--- src/rtl/inst_fetch_pkg.sv ---
// Shared fetch/decode definitions: common datapath width, the canonical NOP
// and the fetch sequencer state encoding.
package inst_fetch_pkg;

    // Datapath width shared by the whole core (mirrors common_def.h).
    localparam int unsigned COMMON_WIDTH = 32;

    // Canonical NOP (addi x0, x0, 0). Decode uses the same value.
    localparam logic [COMMON_WIDTH-1:0] NOP_INST = 32'h0000_0013;

    // Fetch sequencer states.
    typedef enum logic [1:0] {
        IDLE = 2'd0,  // no request outstanding
        WAIT = 2'd1,  // request accepted, response pending
        DROP = 2'd2   // flushed request pending, its response is discarded
    } fetch_state_e;

    // A fetch address is word aligned when its two low bits are zero.
    function automatic logic is_word_aligned(input logic [1:0] low_bits);
        return (low_bits == 2'b00);
    endfunction

endpackage

--- src/rtl/inst_fetch_out_reg.sv ---
// if_out_reg: one-entry valid/ready register that holds the fetched
// {pc, instruction, misalign} tuple for decode.
//
// Ports:
//   clk, rst        clock and synchronous active-high reset
//   flush           clears the entry; wins over a same-cycle load
//   load            write a new entry (caller guarantees the slot is free)
//   load_pc/inst/misalign   payload for the new entry
//   out_ready       consumer accepts the entry when out_valid is set
//   out_valid/pc/inst/misalign   registered entry presented downstream
module if_out_reg
    import inst_fetch_pkg::*;
#(
    parameter int unsigned      W        = COMMON_WIDTH,
    parameter logic [W-1:0]     NOP_WORD = W'(NOP_INST)
) (
    input  logic         clk,
    input  logic         rst,
    input  logic         flush,
    input  logic         load,
    input  logic [W-1:0] load_pc,
    input  logic [W-1:0] load_inst,
    input  logic         load_misalign,
    input  logic         out_ready,
    output logic         out_valid,
    output logic [W-1:0] out_pc,
    output logic [W-1:0] out_inst,
    output logic         out_misalign
);

    // Entry update. Whenever the entry becomes empty the instruction returns
    // to NOP so decode never sees stale bits behind a low valid.
    always_ff @(posedge clk) begin
        if (rst) begin
            out_valid    <= 1'b0;
            out_pc       <= '0;
            out_inst     <= NOP_WORD;
            out_misalign <= 1'b0;
        end else if (flush) begin
            out_valid    <= 1'b0;
            out_inst     <= NOP_WORD;
            out_misalign <= 1'b0;
        end else if (load) begin
            out_valid    <= 1'b1;
            out_pc       <= load_pc;
            out_inst     <= load_inst;
            out_misalign <= load_misalign;
        end else if (out_valid && out_ready) begin
            out_valid    <= 1'b0;
            out_inst     <= NOP_WORD;
            out_misalign <= 1'b0;
        end
    end

endmodule

--- src/rtl/inst_fetch.sv ---
// inst_fetch: instruction-fetch stage between the PC register and decode.
// Issues one memory read per PC (at most one outstanding), returns the
// instruction to decode through a one-entry output register, backpressures
// the PC register and discards in-flight fetches on flush.
//
// Ports:
//   clk, rst                    clock and synchronous active-high reset
//   pc_addr                     current fetch PC
//   stall_req                   PC register stall; 0 = pc_addr consumed now
//   flush                       kills the output entry and in-flight fetch
//   mem_req_valid/addr/ready    instruction memory request channel
//   mem_resp_valid/data         instruction memory response
//   if_valid/pc/inst/misalign   registered entry presented to decode
//   id_ready                    decode consumes the entry
module inst_fetch
    import inst_fetch_pkg::*;
#(
    parameter int unsigned        XLEN     = COMMON_WIDTH,
    parameter logic [XLEN-1:0]    NOP_INST = XLEN'(inst_fetch_pkg::NOP_INST)
) (
    input  logic            clk,
    input  logic            rst,
    input  logic [XLEN-1:0] pc_addr,
    output logic            stall_req,
    input  logic            flush,
    output logic            mem_req_valid,
    output logic [XLEN-1:0] mem_req_addr,
    input  logic            mem_req_ready,
    input  logic            mem_resp_valid,
    input  logic [XLEN-1:0] mem_resp_data,
    output logic            if_valid,
    output logic [XLEN-1:0] if_pc,
    output logic [XLEN-1:0] if_inst,
    output logic            if_misalign,
    input  logic            id_ready
);

    fetch_state_e    state_q;
    fetch_state_e    state_d;
    logic [XLEN-1:0] req_pc_q;
    logic            capture_pc;

    logic            slot_free;
    logic            pc_aligned;

    logic            load;
    logic [XLEN-1:0] load_pc;
    logic [XLEN-1:0] load_inst;
    logic            load_misalign;

    assign slot_free    = !if_valid || id_ready;
    assign pc_aligned   = is_word_aligned(pc_addr[1:0]);
    assign mem_req_addr = pc_addr;

    // State and outstanding-request PC registers.
    always_ff @(posedge clk) begin
        if (rst) begin
            state_q  <= IDLE;
            req_pc_q <= '0;
        end else begin
            state_q <= state_d;
            if (capture_pc) begin
                req_pc_q <= pc_addr;
            end
        end
    end

    // Next state, request channel, PC backpressure and output-register load.
    always_comb begin
        state_d       = state_q;
        mem_req_valid = 1'b0;
        stall_req     = 1'b1;
        capture_pc    = 1'b0;
        load          = 1'b0;
        load_pc       = req_pc_q;
        load_inst     = mem_resp_data;
        load_misalign = 1'b0;

        if (!rst) begin
            unique case (state_q)
                IDLE: begin
                    // A response arriving here is a protocol violation: ignored.
                    if (!flush && slot_free) begin
                        if (pc_aligned) begin
                            mem_req_valid = 1'b1;
                            if (mem_req_ready) begin
                                stall_req  = 1'b0;
                                capture_pc = 1'b1;
                                state_d    = WAIT;
                            end
                        end else begin
                            // Misaligned PC: report an exception entry without
                            // touching memory and let the PC move on.
                            stall_req     = 1'b0;
                            load          = 1'b1;
                            load_pc       = pc_addr;
                            load_inst     = NOP_INST;
                            load_misalign = 1'b1;
                        end
                    end
                end
                WAIT: begin
                    if (mem_resp_valid) begin
                        load    = !flush;
                        state_d = IDLE;
                    end else if (flush) begin
                        state_d = DROP;
                    end
                end
                DROP: begin
                    if (mem_resp_valid) begin
                        state_d = IDLE;
                    end
                end
                default: begin
                    state_d = IDLE;
                end
            endcase
        end
    end

    if_out_reg #(
        .W        (XLEN),
        .NOP_WORD (NOP_INST)
    ) u_out_reg (
        .clk           (clk),
        .rst           (rst),
        .flush         (flush),
        .load          (load),
        .load_pc       (load_pc),
        .load_inst     (load_inst),
        .load_misalign (load_misalign),
        .out_ready     (id_ready),
        .out_valid     (if_valid),
        .out_pc        (if_pc),
        .out_inst      (if_inst),
        .out_misalign  (if_misalign)
    );

endmodule

--- config.mk ---
export PLATFORM = sky130hd
export DESIGN_NAME = inst_fetch
export DESIGN_NICKNAME = d
export VERILOG_FILES = /design/src/rtl/inst_fetch_pkg.sv /design/src/rtl/inst_fetch_out_reg.sv /design/src/rtl/inst_fetch.sv
export SDC_FILE = /design/constraint.sdc
export NUM_CORES = 1
export LEC_CHECK = 0
export ABC_AREA = 0
export BUFFER_PORTS_ARGS = -buffer_cell sky130_fd_sc_hd__buf_2
export CAP_MARGIN = 20
export CORE_MARGIN = 5
export CORE_UTILIZATION = 50
export CTS_CLUSTER_DIAMETER = 80
export DETAILED_ROUTE_END_ITERATION = 6
export PLACE_DENSITY = 0.89
export SLEW_MARGIN = 20
export SYNTH_ARGS = -nofsm -noshare
export SYNTH_HDL_FRONTEND = slang
export SYNTH_SLANG_ARGS = --single-unit
export TNS_END_PERCENT = 30
--- constraint.sdc ---
create_clock -name clk -period 2.5 [get_ports clk]
set_input_delay 0.125 -clock clk [delete_from_list [all_inputs] [get_ports clk]]
set_output_delay 0.125 -clock clk [all_outputs]
set_load 0.005 [all_outputs]
# Word-level counts from Yosys, hierarchy flattened
# Cells that the tools add are included.
# op_classes
bitwise,1
mux,38
eq_ne,7
n_reduce_logical,11
# op_table
operator,count
$mux 32,8
$mux 1,22
$mux 2,6
$ne 2x2->1 const B,4
$pmux 2 s3,1
$reduce_and 5->1,1
$logic_not 2->1,2
$ne 3x3->1 const B,1
$eq 2x1->1 const B,1
$eq 2x2->1 const B,1
$logic_and 1x1->1,2
$logic_not 1->1,2
$pmux 1 s2,1
$reduce_and 2->1,1
$reduce_bool 2->1,1
$reduce_or 2->1,1
$logic_or 1x1->1,1
$not 1->1,1
# totals
regBits,100

# Depth between registers and ports, before layout
# depth
word_depth,7
depth_mapped,7
depth_no_buf,4

# Hierarchy
# A second synthesis with hierarchy kept.
# unflattened
cells_unflattened,485
hier_area_um2,4747.1
# modules_own_cells
mod,n_inst,seq_area_each_um2,area_per_inst_um2,cells_each
inst_fetch,1,680.7,2558.7,263
if_out_reg,1,1321.3,2188.3,222

# Worst setup path after synthesis
# Ideal clock, no wire load.
# synth_path
path_kind,register to register
start,register state_q[1]
end,register u_out_reg.out_pc[0]
path_slack_ns,0.624
setup_ns,0.147
synth_period_minus_slack_ns,1.876
arrival_time_ns,1.729
stages_incl_launch_ff,8
cell_sequence,dfxtp_1 > or3_1 > buf_6 > or4_4 > buf_6 > nand2_8 > buf_12 > a311oi_2
# synth_between
elab_chain_len,4
# synth_lines
item,line_no,rtl
"start, declared",inst_fetch.sv:38,fetch_state_e state_q;
"start signal, assigned",inst_fetch.sv:61,state_q <= state_d;
$eq 2x1->1 / $logic_not 2->1 (equally long branches),inst_fetch.sv:80,unique case (state_q)
$pmux 1 s2,inst_fetch.sv:80,
$mux 1,inst_fetch.sv:79,if (!rst) begin
$reduce_and 2->1 (no source line),n/a,
"end signal, assigned",inst_fetch_out_reg.sv:45,out_pc <= load_pc;
"end, declared",inst_fetch_out_reg.sv:26,"output logic [W-1:0] out_pc,"
# Parallel ways exist; a longest one is shown, timed or not.
# A chain may end at the register's enable or synchronous reset.

# Worst setup path in the final report
# layout_path
start,register state_q[1]
end,register u_out_reg.out_pc[31]
# Same word-level chain as after synthesis.

==> summary.md <==
| Metric | Value |
|---|---|
| Antenna violations before repair | 1 |
| Post-place setup slack | roughly 0.24 ns |
| Final WS setup | roughly 0.22 ns |
| Net count reported at finish | around 750 |
| Crit path largest cell delay | around 0.75 ns |
| Areal power density over the cells | 540 nW/um^2 |
| LEAKAGE | around 2.3 nW |
| Initial standard-cell utilization of the core | between 50% and 60% |
| Netlist area before placement | between 4000 and 5000 um^2 |
| Avg WL per Cell | 15.9 um |
| Worst slew margin relative to its limit | between 30 and 40% |
| Relative area change from synthesis to final layout | 23.5% |
| Reg2reg start | state_q[1] |
| Sw Share | 27.6% |
| Number of buffers and inverters on the critical path | 0 |
| Post-Synthesis Mean Instance Area | between 8 and 9 um^2 |
| Core region area | just over 9000 um^2 |
| Post-CTS setup buffer count | 0 |
| Global-route wire length before repair | 20500 um |
| Syn_nets | around 600 |
| Avg Vias per Cell | between 5 and 6 |
| Share of layout cells above drive strength 1 | roughly 35% |
| Switch Pwr | between 800 and 900 uW |
| Max capacitance violation total | 0 |
| IO Pins | 170 |
| Slew @ Worst Pin | 1.01 ns |
| Filler cells | between 700 and 800 |
| Tot GR Track Use | between 20% and 30% |
| Latest clock arrival within the worst-skew pair | approximately 0.36 ns |
| Row Count | 35 |
| RSZ-0062 raised after global routing | no |
| Largest net degree at the start of global routing | 67 |
| Worst-case clock skew | ~0.013 ns |
| Worst setup path class | reg2reg |
| Post-route DRC | 0 |
| DRT antenna net count | 0 |
| Arrival time at the worst endpoint | roughly 2.5 ns |
| Final setup violating endpoints | 0 |
| Grt ovf | 0 |
| Critical path data required time | roughly 2.7 ns |
| Master of the slowest instance on the critical path | or4_4 |
| Violation count after the first detailed-route iteration | ~270 |
| Number of register bits inferred by synthesis | 100 |
| Final setup TNS | 0 ns |
| Startpoint of the tightest hold check path | pc_addr[9] |
| Fin. Hold Viols | 0 |
| Cts bufs inserted | 9 |
| Vias in the first global route | between 4000 and 5000 |
| Outcome | completed |
| Start point of the critical path | state_q[1] |
| Critical path capture point type | flip-flop |
| Router iterations before antenna repair | 7 |
| Part of the power in registers | a little over half |
| Crit path max-delay family | simple AND/OR/NAND/NOR gates |
| Most common library cell in the layout ignoring fill and taps | buf_2 |
| Share of the clock period used by the worst path | between 90 and 100% |
| Leading cell types in the layout, fill and taps excluded | buf_2 (169), nand2_1 (122), dfxtp_1 (100) |
| Total number of clock tree sinks | 100 |
| Clock network power share | between 30% and 40% |
| Die area | 11200 um^2 |
| Power Internal | about 2.2 mW |
| Width of the die | roughly 110 um |
| Level count of the clock H-tree | 3 |
| Number of instances in the synthesized netlist | between 500 and 600 |
| Final RePlAce weighted congestion | between 0.8 and 0.9 |
| Share of power burned in combinational logic | 14.3% |
| Worst min-delay path class | in2reg |
| List of cells traversed by the critical path | or3_1 > or4_4 > nand2_8 > a311oi_2 |
| Post-DP HPWL | around 8500 um |
| Detailed-route via count | 4396 |
| Buffers from clock root to sink, at most | 2 |
| TritonCTS clock tree | yes |
| Shortest clock period the worst path allows after layout | around 2.3 ns |
| Largest driver fanout on the critical path | 32 |
| Height of the die | around 110 um |
| Worst-path clk slew | approximately 0.10 ns |
| Aggregate routed wire length | 12600 um |
| Yosys Warn Count | 0 |
| Max Transition Viols Final | 0 |
| Max VDD drop | 362 uV |
| Kind of launch point of the worst setup path | flip-flop |
| Maximum operating frequency | ~440 MHz |
| Root buf cell | clkbuf_8 |
| Post-synthesis sequential area ratio | 43.4% |
| Number of buffers inserted by port buffering | approximately 170 |
| Number of distinct library cell variants in the gate-level netlist after synthesis | 35 |
==> power by group through the flow <==
stage,registers [mW],logic [mW],clock network [mW]
floorplan,1.70,0.269,0
CTS,1.67,0.435,0.987
global route,1.67,0.479,1.06
detailed placement,1.70,0.392,0
finish,1.67,0.438,0.968
global placement,1.70,0.380,0
==> what timing repair did <==
action,CTS,global route
hold buffers,35,1
resized for setup,0,0
endpoints found under the hold margin,35,1
==> stage by stage <==
stage / util (%) / cells / hold WS, ns / power [mW] / area, um^2
after detailed placement: 56.5 / 741 / 0.358 / 2.10 / 5150
after CTS: 62.4 / 792 / 0.000217 / 3.09 / 5680
after global routing: 62.5 / 794 / 0.00548 / 3.21 / 5700
after global placement: 56.5 / 741 / 0.346 / 2.08 / 5150
after floorplan: - / 528 / 0.204 / 1.97 / 4610
final: 62.5 / 794 / 0.0100 / 3.07 / 5700
==> flip-flops by register name, indices dropped and copies added, names as in the netlist <==
register                cells
u_out_reg.out_inst         32
u_out_reg.out_misalign      1
u_out_reg.out_valid         1
req_pc_q                   32
u_out_reg.out_pc           32
state_q                     2
==> layer usage <==
| layer | up-vias | wire [um] | part of all wire (%) | GRT usage (%) |
|---|---|---|---|---|
| li1 | 2105 | - | - | - |
| met1 | 2051 | 4960 | 39 | 24.8 |
| met2 | 210 | 6430 | 51 | 40.2 |
| met3 | 30 | 908 | 7.2 | 5.22 |
| met4 | 0 | 343 | 2.7 | 7.86 |
| met5 | - | 0 | 0 | 0 |
==> cell type report <==
class                   instances  area, um^2  share of cell area [%]
clock buffers                   9         124                    2.17
inverters                       1        3.75                  0.0659
diodes                          1        2.50                  0.0439
clock inverters                 7        60.1                    1.05
well taps                     111         139                    2.44
multi-input cells             348        2070                    36.3
flip-flops and latches        100        2000                    35.1
repair buffers                217        1300                    22.8
==> worst register-to-register path, delay by kind of cell, from the launching register on <==
| family | cells | cell delay [ns] |
|---|---|---|
| AND/OR/NAND/NOR | 3 | 1.63 |
| flip-flops | 1 | 0.35 |
| AO/OA/AOI/OAI | 1 | 0.17 |
==> cell families after synthesis <==
| logic type | synth area share [%] |
|---|---|
| buffers and inverters | 11.7 |
| AND/OR/NAND/NOR | 27.3 |
| flip-flops | 43.4 |
| AO/OA/AOI/OAI | 17.5 |
==> Yosys cell counts, drive strengths merged <==
library cell,instances,area [um^2]
a21oi,31,155
a311oi,31,447
a31oi,2,27.5
and2b,1,7.51
and3,1,6.26
and4,1,8.76
buf,54,444
clkbuf,25,93.8
dfxtp,100,2000
inv,1,3.75
nand2,123,478
nand2b,31,194
nand3,1,10.0
nand4,32,200
nor2,10,37.5
nor2b,2,12.5
nor3,34,170
nor3b,2,15.0
nor4,3,55.1
nor4b,3,26.3
o21ai,34,170
o22a,1,8.76
or2,2,12.5
or3,1,6.26
or3b,1,8.76
or4,1,11.3
==> worst paths after layout <==
check	end	slack, ns	cells past startpoint
worst max-delay path	u_out_reg.out_pc[31]	0.22	4
worst min-delay path	req_pc_q[9]	0.01	3
worst max register to register	u_out_reg.out_pc[31]	0.22	4
worst min register to register	u_out_reg.out_inst[2]	0.47	2
Note: power is estimated with default switching activity, not from simulation.
